--- src/rtl/rtc_capture_bank.sv ---
// rtc_capture_bank
//   Captures one RTC data byte per accepted read strobe into a working bank
//   and commits the whole bank atomically into a shadow bank when a frame
//   completes. The shadow bank is exposed through a registered random-access
//   read port and a free-running scan serializer with an active-low sync.
//
// Ports
//   clk          system clock, rising edge
//   reset        asynchronous active-low reset
//   data_in      RTC bus read data
//   bus_active   bus sequencer busy; gates strobe acceptance
//   bus_count    bus sequencer phase counter (capture window / strobe gate)
//   read_n       active-low read strobe, asynchronous to clk
//   clear        synchronous soft clear (shadow bank retained)
//   rd_idx       random-access read index
//   rd_data      shadow[rd_idx], one cycle latency, 0 when out of range
//   cur_idx      current capture slot, 0 = idle
//   frame_valid  shadow holds at least one committed frame
//   frame_done   one-cycle pulse on commit
//   scan_idx     serializer position 0..NUM_REGS
//   scan_data    shadow[scan_idx], 0 at scan_idx==NUM_REGS
//   scan_sync_n  low only while scan_idx==NUM_REGS
module rtc_capture_bank #(
    parameter int DATA_W   = 8,
    parameter int NUM_REGS = 11,
    parameter int IDX_W    = 4,
    parameter int CNT_W    = 8,
    parameter logic [CNT_W-1:0] WIN_LO     = 8'h18,
    parameter logic [CNT_W-1:0] WIN_HI     = 8'h1E,
    parameter logic [CNT_W-1:0] STROBE_MIN = 8'd37
) (
    input  logic              clk,
    input  logic              reset,
    input  logic [DATA_W-1:0] data_in,
    input  logic              bus_active,
    input  logic [CNT_W-1:0]  bus_count,
    input  logic              read_n,
    input  logic              clear,
    input  logic [IDX_W-1:0]  rd_idx,
    output logic [DATA_W-1:0] rd_data,
    output logic [IDX_W-1:0]  cur_idx,
    output logic              frame_valid,
    output logic              frame_done,
    output logic [IDX_W-1:0]  scan_idx,
    output logic [DATA_W-1:0] scan_data,
    output logic              scan_sync_n
);

    localparam logic [IDX_W-1:0] LP_LAST = IDX_W'(NUM_REGS);

    logic              r_s0, r_s1, r_s2;
    logic [DATA_W-1:0] r_work   [NUM_REGS];
    logic [DATA_W-1:0] r_shadow [NUM_REGS];
    logic [IDX_W-1:0]  r_cur;
    logic              r_fv;
    logic              r_done;
    logic [DATA_W-1:0] r_rd;
    logic [IDX_W-1:0]  r_scan_idx;
    logic [DATA_W-1:0] r_scan_data;
    logic              r_sync_n;

    logic              w_fall;
    logic              w_acc;
    logic              w_commit;
    logic              w_cap;
    logic [IDX_W-1:0]  w_scan_nxt;
    logic [DATA_W-1:0] w_work_nxt [NUM_REGS];

    // s2 is the oldest sample: a high->low step between s2 and s1 is a fall.
    assign w_fall   = r_s2 & ~r_s1;
    assign w_acc    = w_fall & bus_active & (bus_count > STROBE_MIN);
    assign w_commit = w_acc & (r_cur == LP_LAST);
    assign w_cap    = (r_cur != '0) & (bus_count >= WIN_LO) & (bus_count <= WIN_HI);

    assign w_scan_nxt = (r_scan_idx == LP_LAST) ? '0 : r_scan_idx + 1'b1;

    // Working bank as it will be after this edge; the commit copies this so
    // a capture landing on the commit edge is part of the committed frame.
    always_comb begin
        w_work_nxt = r_work;
        if (w_cap) begin
            w_work_nxt[r_cur - 1'b1] = data_in;
        end
    end

    always_ff @(posedge clk or negedge reset) begin
        if (!reset) begin
            r_s0        <= 1'b1;
            r_s1        <= 1'b1;
            r_s2        <= 1'b1;
            r_cur       <= '0;
            r_fv        <= 1'b0;
            r_done      <= 1'b0;
            r_rd        <= '0;
            r_scan_idx  <= '0;
            r_scan_data <= '0;
            r_sync_n    <= 1'b1;
            for (int i = 0; i < NUM_REGS; i++) begin
                r_work[i]   <= '0;
                r_shadow[i] <= '0;
            end
        end else begin
            r_s0   <= read_n;
            r_s1   <= r_s0;
            r_s2   <= r_s1;
            r_done <= 1'b0;

            if (clear) begin
                r_cur <= '0;
                r_fv  <= 1'b0;
                for (int i = 0; i < NUM_REGS; i++) begin
                    r_work[i] <= '0;
                end
            end else begin
                r_work <= w_work_nxt;
                if (w_acc) begin
                    // 0 -> 1 and n -> n+1 share the increment; wrap only on commit.
                    r_cur <= w_commit ? IDX_W'(1) : r_cur + 1'b1;
                end
                if (w_commit) begin
                    r_shadow <= w_work_nxt;
                    r_fv     <= 1'b1;
                    r_done   <= 1'b1;
                end
            end

            r_rd <= (rd_idx < LP_LAST) ? r_shadow[rd_idx] : '0;

            // Scanner reads the pre-commit shadow, so a register never tears.
            r_scan_idx  <= w_scan_nxt;
            r_scan_data <= (w_scan_nxt < LP_LAST) ? r_shadow[w_scan_nxt] : '0;
            r_sync_n    <= (w_scan_nxt != LP_LAST);
        end
    end

    assign rd_data     = r_rd;
    assign cur_idx     = r_cur;
    assign frame_valid = r_fv;
    assign frame_done  = r_done;
    assign scan_idx    = r_scan_idx;
    assign scan_data   = r_scan_data;
    assign scan_sync_n = r_sync_n;

endmodule

--- config.mk ---
export PLATFORM = sky130hd
export DESIGN_NAME = rtc_capture_bank
export DESIGN_NICKNAME = d
export VERILOG_FILES = /design/src/rtl/rtc_capture_bank.sv
export SDC_FILE = /design/constraint.sdc
export NUM_CORES = 1
export LEC_CHECK = 0
export CAP_MARGIN = 20
export CELL_PAD_IN_SITES_DETAIL_PLACEMENT = 1
export CELL_PAD_IN_SITES_GLOBAL_PLACEMENT = 2
export CORE_AREA = 2 2 167 169
export DETAILED_ROUTE_END_ITERATION = 16
export DIE_AREA = 0 0 169 171
export PLACE_DENSITY = 0.82
export SLEW_MARGIN = 25
export SYNTH_ARGS = -nofsm -noshare
export SYNTH_HDL_FRONTEND = slang
export SYNTH_SLANG_ARGS = --single-unit
--- constraint.sdc ---
create_clock -name clk -period 2.1 [get_ports clk]
set_input_delay 0.42 -clock clk [delete_from_list [all_inputs] [get_ports clk]]
set_output_delay 0.42 -clock clk [all_outputs]
set_load 0.01 [all_outputs]
==> summary.txt <==
outcome: finished with violations
failing checks: negative setup slack
row cnt: 61
CTS Buf Count: 24
endpoints failing setup: 18
final WL: 30920 µm
WL met1: 13670 µm
register area share after synthesis: 0.5387
worst-margin pin slew: 0.9708 ns
crit path max-delay cell type: dfrtp_2
Clock transition at path regs: 0.06 ns
CTS tree: done
most frequent cell on the critical path: buf_6
clock buffer depth: 3
min Tclk post-route: 2.153 ns
Pwr Total: 8.722 mW
max cap viols: 0
largest net degree at the start of global routing: 94
final setup margin: -0.05344 ns
IO Count: 52
Hold Vio Cnt, Final: 0
vias: 7530
most frequent cells in the layout: dfrtp_1 (196), nor2_1 (180), a21oi_1 (76)
Post-DP HPWL: 19460 µm
diode count: 0
Syn Area/Cell: 10.90 µm²
port bufs: 51
synthesized net count: 912
Slew HR: 0.3508
Setup CP Type: reg2reg
H-tree levels: 1
routed vias/inst: 5.537
antenna violations before repair: 0
P_leak: 6.007 nW
Worst setup EP type: register
Pwr Density: 659.2 mW/mm²
Sink Count: 206
DRC violations left: 0
met2 WL: 15360 µm
most used flip-flop cell after synthesis: dfrtp_1
unrepaired setup endpoints after global routing: true
die extent in x: 169 µm
final core occ: 0.4842
EDFF count, synth: 0
CP Launch Type: register
Nets: 1029
DRT antenna net count: 0
FMAX: 464.4 MHz
gr ovfl total: 0
Required @ worst endpoint: 2.54 ns
DR top layer: met4
Max FO, Critical Path: 8
period utilisation layout: 1.025
initial core utilization: 0.3506
setup tns final: -0.2550 ns
worst skew pair latency: 0.52 ns
GP Congestion: 0.7980
DRT Pass-1 Iters: 4
Syn. warnings: 0
HP Class: in2reg
cell count after synthesis: 879
Synth Register Bits: 206
CP max stage delay: 0.40 ns
synthesized cell area: 0.009579 mm²
async set-reset flop share out of synthesis: 1.000
Core Region: 0.02732 mm²
Die Area: 0.02890 mm²
met3 wire len: 1174 µm
detail-routed net length per standard cell: 22.73 µm
detailed router's first-iteration violation count: 409
commonest non-fill, non-tap cell in the layout: dfrtp_1
vias in the first global route: 7962
GR Util All Layers: 0.2127
Area Overhead vs Synth: 38.13%
post-synth cell types: 54
Setup Skew: 0.01354 ns
CTS root buffer: clkbuf_16
first-pass GRT wire length: 47290 µm
worst path arrival time: 2.59 ns
Slew Limit Fails: 0
VDD IR max: 0.5330 mV
DIE HEIGHT: 171 µm
layout cells sized above 1: 0.3254
CP Cell Sequence: inv_2 > ha_4 > buf_6 > buf_6 > o41ai_4 > buf_6 > nand3_4 > buf_12 > mux2i_4 > a21oi_1
==> routing by layer <==
metal  vias up  GRT usage
li1       3351          -
met1      3964     0.2867
met2       168     0.3644
met3        47    0.02845
met4         0    0.05314
met5         -          0
==> synth_stat cells, drive strengths merged, types with 2 or more instances <==
cell type / n / area (µm²)
a211oi: 9 / 80.08
a21boi: 2 / 15.01
a21o: 8 / 60.06
a21oi: 110 / 550.5
a22oi: 2 / 15.01
a311oi: 7 / 61.31
and3: 16 / 100.1
and3b: 2 / 17.52
buf: 25 / 133.9
clkbuf: 39 / 156.4
dfrtp: 202 / 5055
dfstp: 4 / 105.1
ha: 8 / 100.1
inv: 14 / 52.55
mux2: 7 / 78.83
mux2i: 106 / 1061
mux4: 16 / 360.4
nand2: 24 / 90.09
nand3: 19 / 165.2
nand3b: 5 / 50.05
nor2: 185 / 696.9
nor2b: 2 / 12.51
nor3: 2 / 15.01
nor3b: 2 / 26.28
o211ai: 4 / 71.32
o21a: 2 / 15.01
o21ai: 14 / 70.07
o22ai: 16 / 100.1
o32ai: 14 / 122.6
o41ai: 2 / 36.29
or3b: 2 / 17.52
==> where the power goes <==
part / total (mW) / internal, mW / switching (mW) / leakage (nW)
Combinational: 0.434 / 0.154 / 0.280 / 2.79
Sequential: 3.98 / 3.98 / 0.00357 / 2.82
Clock: 4.30 / 2.57 / 1.73 / 0.398
Total: 8.72 / 6.71 / 2.01 / 6.01
==> state kept, by name (all words and copies together) (netlist names) <==
signal	cells
r_work	88
scan_data	8
frame_done	1
rd_data	8
frame_valid	1
cur_idx	4
r_s2	1
r_s1	1
scan_sync_n	1
scan_idx	4
r_shadow	88
r_s0	1
==> logic make-up (layout without fill, tap and decap cells) <==
logic type,count (synthesis),after routing,synth area share
adders and majority gates,8,8,0.01045
DFF,206,206,0.5387
muxes,129,129,0.1566
xor gates and xnor gates,1,1,0.0009145
and+or+nand+nor,264,264,0.1285
buffers and inverters,78,213,0.03579
AOI/OAI and AO/OA,193,193,0.1291
==> repair_timing <==
item / 4_1_cts / 5_1_grt
gates resized for setup: 66 / 130
setup endpoints to repair: 164 / 149
gates cloned: 1 / 1
pin swaps: 15 / 22
hold buffers: 1 / 0
setup buffers: 5 / 7
hold endpoints to repair: 45 / 0
==> critical path: cells and delay by family, from the launching register on <==
| kind | cells | cell delay [ns] |
|---|---|---|
| buffers and inverters | 5 | 0.67 |
| AOI/OAI and AO/OA | 2 | 0.53 |
| DFF | 1 | 0.40 |
| muxes | 1 | 0.19 |
| adders and majority gates | 1 | 0.16 |
| and+or+nand+nor | 1 | 0.10 |
==> path summary, 6_finish.rpt <==
| path | from | end | slack [ns] | cells after the start |
|---|---|---|---|---|
| worst max register to register | cur_idx[0] | r_shadow[70] | -0.05 | 10 |
| worst max-delay path | cur_idx[0] | r_shadow[70] | -0.05 | 10 |
| worst min-delay path | read_n | r_s0 | 0.31 | 1 |
| max in group asynchronous | reset | r_s2 | 0.99 | 3 |
| worst min register to register | r_s0 | r_s1 | 0.36 | 0 |
| min in group asynchronous | reset | r_shadow[70] | 0.40 | 2 |
==> cell type report <==
class	count	area, µm²
repair buffers	155	1695
flip-flops and latches	206	5167
clock buffers	32	691.9
inverters	14	52.55
well taps	346	432.9
fillers	2817	14090
multi-input cells	595	5062
clock inverters	12	128.9
==> per-stage QoR <==
| stage | hold slack (ns) | worst slack [ns] | instance area (µm²) | cells |
|---|---|---|---|---|
| after CTS | 0.2916 | -0.02993 | 12460 | 1353 |
| after floorplan | 0.1244 | 0.002063 | 9590 | 879 |
| final | 0.3064 | -0.05344 | 13230 | 1360 |
| after global placement | 0.3467 | -0.4064 | 11180 | 1302 |
| after detailed placement | 0.3475 | -0.4273 | 11180 | 1302 |
| after global routing | 0.2963 | -0.1172 | 13230 | 1360 |
No activity file was read; power rests on OpenSTA's default activity.
